## src/rtl/fmps_packet_builder.sv

```systemverilog
// fmps_packet_builder: double-banked FMPS capture, emitted as an AXI4-Stream packet.
// Optional XOR trailer word: define FMPS_PACKET_CHECKSUM_EN.
module fmps_packet_builder #(
  parameter int         INDEX_WIDTH  = 5,
  parameter logic [7:0] HEADER_MAGIC = 8'hA5
) (
  input  logic                   sysClk,
  input  logic                   sysReset,
  input  logic                   FAstrobe,
  input  logic                   fmpsEnabled,
  input  logic [INDEX_WIDTH-1:0] fmpsIndex,
  input  logic [31:0]            fmpsData,
  input  logic                   fmpsValid,
  output logic                   pktTVALID,
  input  logic                   pktTREADY,
  output logic                   pktTLAST,
  output logic [31:0]            pktTDATA,
  output logic [INDEX_WIDTH-1:0] pktTUSER,
  output logic                   busy,
  output logic                   dupStrobe,
  output logic [15:0]            overrunCount
);

  localparam int DEPTH = 1 << INDEX_WIDTH;

  localparam logic [1:0] IDLE   = 2'd0;
  localparam logic [1:0] HEADER = 2'd1;
  localparam logic [1:0] DATA   = 2'd2;
`ifdef FMPS_PACKET_CHECKSUM_EN
  localparam logic [1:0] TRAILER = 2'd3;
  localparam bit TRL_EN = 1'b1;
`else
  localparam bit TRL_EN = 1'b0;
`endif

  logic [1:0]            state;
  logic                  cap_sel;
  logic [1:0][DEPTH-1:0] bm;
  logic [31:0]           mem [2][DEPTH];
  logic [7:0]            seq;
`ifdef FMPS_PACKET_CHECKSUM_EN
  logic [31:0]           csum;
`endif

  logic                   hs;
  logic                   accept;
  logic                   overrun;
  logic                   wsel;
  logic                   esel;
  logic                   dup_hit;
  logic                   em_nz;
  logic                   em_one;
  logic [DEPTH-1:0]       em;
  logic [DEPTH-1:0]       wr_mask;
  logic [DEPTH-1:0]       cap_next;
  logic [DEPTH-1:0]       clr_mask;
  logic [INDEX_WIDTH-1:0] nidx;
  logic [15:0]            count;
  logic [31:0]            hdr;
  logic [31:0]            nword;

  assign busy = (state != IDLE);
  assign hs   = pktTVALID & pktTREADY;

  // Frame-close decode; a word coincident with the strobe lands in the new frame
  always_comb begin
    accept   = FAstrobe & fmpsEnabled & ~busy;
    overrun  = FAstrobe & fmpsEnabled & busy;
    wsel     = accept ? ~cap_sel : cap_sel;
    esel     = ~cap_sel;
    wr_mask  = fmpsValid ? (DEPTH'(1) << fmpsIndex) : '0;
    cap_next = (FAstrobe ? '0 : bm[wsel]) | wr_mask;
    dup_hit  = fmpsValid & ~FAstrobe & bm[cap_sel][fmpsIndex];
  end

  // Lowest remaining index in the emit bank and whether it is the last one
  always_comb begin
    em   = bm[esel];
    nidx = '0;
    for (int i = DEPTH - 1; i >= 0; i--) begin
      if (em[i]) nidx = i[INDEX_WIDTH-1:0];
    end
    em_nz    = |em;
    em_one   = (em & (em - DEPTH'(1))) == '0;
    clr_mask = DEPTH'(1) << nidx;
    nword    = mem[esel][nidx];
  end

  // Header for the frame being closed (capture bank becomes the emit bank)
  always_comb begin
    count = '0;
    for (int i = 0; i < DEPTH; i++) begin
      count = count + 16'(bm[cap_sel][i]);
    end
    hdr = {HEADER_MAGIC, seq, count};
  end

  // Data arrays are not reset; the bitmaps decide what is valid
  always_ff @(posedge sysClk) begin
    if (fmpsValid) mem[wsel][fmpsIndex] <= fmpsData;
  end

  // Bank control, emit state machine and registered stream outputs
  always_ff @(posedge sysClk) begin
    if (sysReset) begin
      state        <= IDLE;
      cap_sel      <= 1'b0;
      bm           <= '0;
      seq          <= '0;
      overrunCount <= '0;
      pktTVALID    <= 1'b0;
      pktTLAST     <= 1'b0;
      pktTDATA     <= '0;
      pktTUSER     <= '0;
      dupStrobe    <= 1'b0;
`ifdef FMPS_PACKET_CHECKSUM_EN
      csum         <= '0;
`endif
    end else begin
      dupStrobe <= dup_hit;
      bm[wsel]  <= cap_next;
      if (overrun && overrunCount != 16'hFFFF) begin
        overrunCount <= overrunCount + 16'd1;
      end
      case (state)
        IDLE: begin
          if (accept) begin
            cap_sel   <= ~cap_sel;
            pktTVALID <= 1'b1;
            pktTDATA  <= hdr;
            pktTUSER  <= '0;
            pktTLAST  <= (count == 16'd0) & ~TRL_EN;
`ifdef FMPS_PACKET_CHECKSUM_EN
            csum      <= hdr;
`endif
            state     <= HEADER;
          end
        end
        HEADER, DATA: begin
          if (hs) begin
            if (state == HEADER) seq <= seq + 8'd1;
            if (em_nz) begin
              pktTDATA <= nword;
              pktTUSER <= nidx;
              pktTLAST <= em_one & ~TRL_EN;
              bm[esel] <= em & ~clr_mask;
`ifdef FMPS_PACKET_CHECKSUM_EN
              csum     <= csum ^ nword;
`endif
              state    <= DATA;
            end else begin
`ifdef FMPS_PACKET_CHECKSUM_EN
              pktTDATA <= csum;
              pktTUSER <= '0;
              pktTLAST <= 1'b1;
              state    <= TRAILER;
`else
              pktTVALID <= 1'b0;
              pktTLAST  <= 1'b0;
              state     <= IDLE;
`endif
            end
          end
        end
`ifdef FMPS_PACKET_CHECKSUM_EN
        TRAILER: begin
          if (hs) begin
            pktTVALID <= 1'b0;
            pktTLAST  <= 1'b0;
            state     <= IDLE;
          end
        end
`endif
        default: begin
          pktTVALID <= 1'b0;
          pktTLAST  <= 1'b0;
          state     <= IDLE;
        end
      endcase
    end
  end

endmodule

```

## config.mk

```make
export PLATFORM = sky130hd
export DESIGN_NAME = fmps_packet_builder
export DESIGN_NICKNAME = d
export VERILOG_FILES = /design/src/rtl/fmps_packet_builder.sv
export SDC_FILE = /design/constraint.sdc
export NUM_CORES = 2
export LEC_CHECK = 0
export BUFFER_PORTS_ARGS = -buffer_cell sky130_fd_sc_hd__buf_2
export CORE_UTILIZATION = 30
export DETAILED_ROUTE_END_ITERATION = 8
export GPL_TIMING_DRIVEN = 0
export HOLD_SLACK_MARGIN = 0.12
export MAX_ROUTING_LAYER = met4
export PLACE_DENSITY = 0.52
export SYNTH_ARGS = -nofsm -noshare
export SYNTH_HDL_FRONTEND = slang
export SYNTH_SLANG_ARGS = --single-unit
```

## constraint.sdc

```tcl
create_clock -name sysClk -period 7 [get_ports sysClk]
set_clock_uncertainty 0.2 [all_clocks]
set_input_delay 0.7 -clock sysClk [delete_from_list [all_inputs] [get_ports sysClk]]
set_output_delay 0.7 -clock sysClk [all_outputs]
set_load 0.01 [all_outputs]
```

### Yosys cells after proc, flatten, opt, wreduce, memory -nomap -nowiden

Memories as Yosys holds them, arrays and structs flattened.
Cells that the tools add are included.

| word-level totals | value |
|---|---|
| memories | 1 |
| word-level logic and storage cells | 173 |
| flip-flop bits (word level) | 131 |
| memory bits (writable) | 2,048 |
| input bits | 43 |
| output and inout port bits | 57 |

| cells by class | value |
|---|---|
| multiplexer cells | 79 |
| $add $sub $neg | 34 |
| equality and inequality tests | 7 |
| order comparisons | 9 |
| bitwise gates (word level) | 15 |
| reduce and logical (&&, ||, !) cells | 15 |
| shift operators | 2 |

Memories:

| name | depth | width | read ports | clocked after Yosys merged registers in | write ports | RTL line | RTL |
|---|---|---|---|---|---|---|---|
| mem | 2 | 1,024 | 1 | 0 | 1 | 39 | `logic [31:0] mem [2][DEPTH];` |

Operators with widths:

| cell | number |
|---|---|
| $mux W1024 | 1 |
| $mux W32 | 16 |
| $add A16 B1 Y16 | 16 |
| $mux W64 | 3 |
| $mux W5 | 35 |
| $bmux W32 S5 | 1 |
| $demux W32 S5 | 1 |
| $bwmux W64 | 2 |
| $and A32 B32 Y32 | 2 |
| $demux W32 S1 | 2 |
| $pmux W32 S2 | 1 |
| $shl A1 B5 Y32 const A | 2 |
| $logic_not A32 Y1 | 1 |
| $not A32 Y32 | 1 |
| $or A32 B32 Y32 | 1 |
| $reduce_or A32 Y1 | 1 |
| $sub A32 B1 Y32 const B | 1 |
| $add A15 B1 Y16 | 1 |
| $add A16 B1 Y16 const B | 1 |
| $logic_not A16 Y1 | 1 |
| $ne A16 B16 Y1 const B | 1 |
| $add A14 B1 Y15 | 1 |
| $add A13 B1 Y14 | 1 |
| $add A12 B1 Y13 | 1 |
| other kinds (36) | 67 |

### Depth between registers and ports, before layout

| depth | value |
|---|---|
| word-level depth | 42 |
| depth in mapped cells | 28 |
| depth with buffers taken out | 21 |

### Worst setup path before layout

No wires, ideal clock.

| timing | value |
|---|---|
| path kind | register to register |
| start | register cap_sel |
| end | register pktTDATA[4] |
| stages on the path, launching flop included | 28 |
| required time | 6,668 ps |
| slack | 160 ps |
| arrival time | 6,508 ps |
| buffers on the path | 9 |
| clock period less this slack | 6,840 ps |
| library setup time | 132 ps |
| path through | dfxtp_1 buf_6 buf_4 buf_6 buf_2 buf_4 buf_2 buf_4 buf_2 buf_2 mux2i_1 fa_1 fa_1 fa_1 fa_1 fa_1 fa_1 inv_1 ha_1 inv_1 fa_1 inv_1 a21o_1 a21oi_1 xnor2_1 a21oi_1 nor4b_1 o32ai_1 |

| between the ends | value |
|---|---|
| word-level cells in the longest chain between the ends | 41 |
| elaborated cells between the ends (all ways) | 80 |
| those cells by class | add/sub: 31; eq/ne: 1; mux: 43; bitwise: 2; reduce/logical: 2; memory: 1 |

Ends and longest elaborated chain:

| what | RTL line | RTL |
|---|---|---|
| start: declaration | 37 | `logic cap_sel;` |
| start signal: assignment | 128 | `cap_sel <= ~cap_sel;` |
| branches (longest 41 deep; another with $add A10 B1 Y11) | - |  |
| end signal: assignment | 130 | `pktTDATA <= hdr;` |
| end signal: assignment | 143 | `pktTDATA <= nword;` |
| end: declaration | 17 | `output logic [31:0] pktTDATA,` |

Several ways; the timed one is not identified. The select of a mux whose other input is x is not followed.
A chain may end at the register's enable or synchronous reset.

### Worst setup path after layout

| timing | value |
|---|---|
| start | register cap_sel |
| end | register pktTDATA[22] |

| between the ends | value |
|---|---|
| word-level cells in the longest chain between the ends | 41 |
| elaborated cells between the ends (all ways) | 46 |
| those cells by class | eq/ne: 1; mux: 40; bitwise: 2; reduce/logical: 2; memory: 1 |

Ends and longest elaborated chain:

| what | RTL line | RTL |
|---|---|---|
| $mux W32 (implied by the code) (2 in series) | 78 | `em = bm[esel];` |
| $mux W5 (32 in series) | 81 | `if (em[i]) nidx = i[INDEX_WIDTH-1:0];` |
| $not A5 Y6 (implied by the code) | 86 | `nword = mem[esel][nidx];` |
| $bmux W32 S5 | 86 |  |
| $mux W32 (implied by the code) (2 in series) | 86 |  |
| $mux W32 | 142 | `if (em_nz) begin` |
| $mux W32 | 140 | `if (hs) begin` |
| $pmux W32 S2 | 125 | `case (state)` |

Several ways; a longest one is shown, not always the timed one. The select of a mux whose other input is x is not followed.

==> run summary <==
====================================================================================================
Total track usage                                                                              26.0%
Most prevalent standard cell on the critical path                                       sky130_fd_sc_hd__buf_4
Die extent in y                                                                               543 um
Maximum capacitance violations                                                                     8
Number of cells traversed by the worst register-to-register path                                  16
Htree depth                                                                                        4
Post-synth top area share                                                                      70.0%
Final setup violation count                                                                       13
Largest area contributor in the synthesized netlist                                     sky130_fd_sc_hd__edfxtp_1
Distinct cell type count of the synthesized netlist                                               85
Via density per instance                                                                        5.80
Number of buffers created by CTS                                                                 223
Result of the run                                                                       finished with violations
Worst voltage drop across the vdd grid                                                      0.227 mV
Syn Std Cell Area                                                                         87900 um^2
First-iteration detailed-routing DRC count                                                      8558
Total grt overflow                                                                                 0
Asr flop ratio synth                                                                              0%
Kind of path behind the tightest hold check                                                   in2reg
Cell Pwr Density                                                                         349 nW/um^2
Root cell of the clock tree                                                             sky130_fd_sc_hd__clkbuf_16
Number of primary I/O pins                                                                       100
Number of nets with antenna violations after detailed routing                                      0
Drt total wl                                                                               381000 um
CTS tree                                                                                         yes
CP Capture Type                                                                                 flop
Global-route wire length before repair                                                     495000 um
Pre-antenna DRT Iters                                                                              9
Family with the most delay on the worst path                                            compound AO/OA/AOI/OAI gates
Worst Setup Slack, final                                                                     -343 ps
Final count of pins violating max slew                                                            95
DR vias                                                                                        56.4k
Reg2Reg Launch Point                                                                         cap_sel
Violated checks                                                                         design-rule violations, max-capacitance violations, max-slew violations, negative setup slack
Fraction of layout instances using a drive strength above 1                                    19.9%
Ordered list of cells on the worst path                                                 buf_4 > buf_4 > buf_6 > buf_6 > or3_1 > o2bb2a_1 > a211oi_1 > o221ai_2 > a211oi_4 > buf_2 > buf_2 > a21oi_1 > a211oi_1 > nor4b_2 > buf_4 > o32ai_1
Clock net sink count                                                                            2179
Crit path buffers/inverters                                                                        7
Final Wtd Congestion                                                                            1.01
Warning count from the yosys run                                                                   0
Type of the worst setup path                                                                 reg2reg
Unrepaired setup endpoints after global routing                                                 true
Tightest Pin Transition                                                                      1600 ps
Post-synthesis area per instance                                                           17.2 um^2
Ys flop type                                                                            sky130_fd_sc_hd__edfxtp_1
P&R area growth vs syn                                                                         18.3%
Die area                                                                                 295000 um^2
Headroom to the max-slew limit                                                                -6.86%
DRC errors left                                                                                    1
Most common cell after layout, fill and taps aside                                      sky130_fd_sc_hd__edfxtp_1
PortBufs                                                                                          97
Total count of hold-check failures in the final report                                             0
Data arrival at the endpoint of the critical path                                            7910 ps
Total Nets Final                                                                                5683
Die boundary width                                                                            543 um
Biggest cell delay along the critical path                                                    950 ps
Maximum fanout encountered on the critical timing path                                            17
Wire length per cell after detailed routing                                                  39.2 um
Post-layout util                                                                               35.7%
Post-synthesis sequential area ratio                                                           73.0%
End point of the most critical hold path                                                  mem[1][86]
Clock tree buffer depth                                                                            4
Worst R2R End                                                                           pktTDATA[22]
Final clock period utilization by the worst path                                                105%
Slowest cell on the critical path                                                       sky130_fd_sc_hd__a211oi_1
Top area cells in the synthesized netlist                                               sky130_fd_sc_hd__edfxtp_1 70%, sky130_fd_sc_hd__mux4_2 6.2%, sky130_fd_sc_hd__mux2i_1 4.9%
Number of register bits inferred by synthesis                                                   2179
Req. time, crit path                                                                         7570 ps
Static leakage                                                                               32.3 nW
Clock-pin slew reported for the worst setup and hold paths after clock tree synthesis          60 ps
EDFF count, synth                                                                               2048
Hold path cells                                                                                    1
R2R Setup Slk                                                                                -340 ps
Element type at the critical path start                                                         flop
Critical hold path startpoint                                                           fmpsData[22]
HPWL after detailed placement                                                              268000 um
Initial Utilization                                                                            30.2%
Final Critical Period                                                                        7340 ps
Via count of the first global-routing pass                                                     52.6k
Antenna violations before repair                                                                  40
Maximum number of pins on one net before global-route repair                                      65
Area of the core                                                                         291000 um^2
Worst-skew pair later-pin latency                                                             880 ps
Placed Area                                                                               96600 um^2
Synth Net Count                                                                                 5195
Final Cell Area                                                                          104000 um^2
Cell Rows                                                                                        198
Highest-count cells in the layout ignoring fill and taps                                2048 x sky130_fd_sc_hd__edfxtp_1, 426 x sky130_fd_sc_hd__mux2i_1, 241 x sky130_fd_sc_hd__mux4_2
Post-Syn Instances                                                                              5116
Timing-limited maximum frequency                                                           0.136 GHz
====================================================================================================
state kept, by name (all words and copies together) (netlist names), 2 cells and up:
name and flops:
mem 2048, bm 64, pktTDATA 32, overrunCount 16
seq 8, pktTUSER 5, state 2
stage by stage:
stage | setup slack, ps | instances | hold slack [ps] | power [W] | TNS (ps)
floorplan | 160 | 5116 | 271 | 0.0193 | 0
CTS | -120 | 9675 | 193 | 0.0359 | -180
detailed placement | -3480 | 9251 | 272 | 0.0246 | -22070
global route | -108 | 9697 | 132 | 0.0367 | -110
global placement | -3890 | 9113 | 277 | 0.0244 | -3504480
finish | -343 | 9711 | 138 | 0.0363 | -2050
area by class of cell:
cell class	instances	area, um^2
Fill cell	27384	187000
Sequential cell	2179	64100
Multi-Input combinational cell	2597	22900
Clock buffer	286	5940
Tap cell	3900	4880
Timing Repair Buffer	268	3600
Buffer	299	1530
Clock inverter	117	818
Inverter	36	135
Antenna cell	29	72.6
cell usage after synthesis, types with 12 or more instances:
| master | n |
|---|---|
| sky130_fd_sc_hd__nand3_1 | 56 |
| sky130_fd_sc_hd__a2111oi_0 | 16 |
| sky130_fd_sc_hd__ha_1 | 12 |
| sky130_fd_sc_hd__nor2_1 | 287 |
| sky130_fd_sc_hd__dfxtp_1 | 131 |
| sky130_fd_sc_hd__mux2i_1 | 432 |
| sky130_fd_sc_hd__nor3b_1 | 14 |
| sky130_fd_sc_hd__o211ai_1 | 44 |
| sky130_fd_sc_hd__nor3_1 | 138 |
| sky130_fd_sc_hd__and2_1 | 12 |
| sky130_fd_sc_hd__a211oi_1 | 170 |
| sky130_fd_sc_hd__a31oi_1 | 32 |
| sky130_fd_sc_hd__mux2_2 | 86 |
| sky130_fd_sc_hd__edfxtp_1 | 2048 |
| sky130_fd_sc_hd__nor2b_1 | 62 |
| sky130_fd_sc_hd__a221o_1 | 28 |
| sky130_fd_sc_hd__inv_1 | 34 |
| sky130_fd_sc_hd__clkbuf_1 | 140 |
| sky130_fd_sc_hd__buf_4 | 26 |
| sky130_fd_sc_hd__mux4_2 | 241 |
| sky130_fd_sc_hd__nand4_1 | 31 |
| sky130_fd_sc_hd__a21oi_1 | 113 |
| sky130_fd_sc_hd__fa_1 | 24 |
| sky130_fd_sc_hd__nor4_1 | 33 |
| sky130_fd_sc_hd__a22oi_1 | 50 |
| sky130_fd_sc_hd__o21ai_0 | 73 |
| sky130_fd_sc_hd__nand2_1 | 217 |
| sky130_fd_sc_hd__or3_1 | 15 |
| sky130_fd_sc_hd__a221oi_1 | 79 |
| sky130_fd_sc_hd__a21o_1 | 12 |
| sky130_fd_sc_hd__o22ai_1 | 39 |
| sky130_fd_sc_hd__a32oi_1 | 26 |
| sky130_fd_sc_hd__xor2_1 | 16 |
| sky130_fd_sc_hd__buf_2 | 104 |
| sky130_fd_sc_hd__buf_1 | 28 |
| sky130_fd_sc_hd__o221ai_1 | 25 |
| sky130_fd_sc_hd__nand2b_1 | 16 |
| sky130_fd_sc_hd__a311oi_1 | 29 |
| sky130_fd_sc_hd__and3_1 | 29 |
| sky130_fd_sc_hd__a32o_1 | 16 |
layer usage:
| metal | routed length [um] | GRT usage (%) | share of wire, % | up-vias |
|---|---|---|---|---|
| li1 | - | - | - | 21833 |
| met1 | 150000 | 33.7 | 39 | 29876 |
| met2 | 166000 | 37.9 | 43 | 3785 |
| met3 | 41200 | 5.95 | 11 | 875 |
| met4 | 24200 | 13.5 | 6.4 | 0 |
| met5 | 0 | - | 0 | - |
cells by family after synthesis:
logic type / share of synthesized area, %
flip-flops: 73.0
AND/OR/NAND/NOR: 5.10
AO/OA/AOI/OAI: 6.91
multiplexers: 12.3
buffers and inverters: 1.76
adder cells (fa/ha/maj): 0.718
XOR/XNOR: 0.259
how the worst max path moves through the flow:
stage                        from      endpoint  slack [ps]  cells past startpoint
after floorplan           cap_sel   pktTDATA[4]         160                     27
after global placement    cap_sel   pktTDATA[4]       -3890                     27
after detailed placement  cap_sel   pktTDATA[1]       -3480                     23
after CTS                 cap_sel   pktTDATA[4]        -120                     26
after global routing      cap_sel   pktTDATA[4]        -110                     22
final                     cap_sel  pktTDATA[22]        -340                     16
power by group:
part / total [W] / internal (W) / switching, W / leakage (nW)
sequential: 0.0145 / 0.0144 / 0.000103 / 19.5
combinational: 0.0103 / 0.00266 / 0.00767 / 9.54
clock: 0.0115 / 0.00631 / 0.00514 / 3.30
total: 0.0363 / 0.0233 / 0.0129 / 32.3
timing repair:
action                     CTS  global route
gates cloned                 1             0
hold buffers                 4             3
pin swaps                    4            12
hold endpoints to repair     2            37
setup buffers               17             1
setup endpoints to repair   16            10
gates resized for setup     67             9
Power figures use the tool's default switching activity.
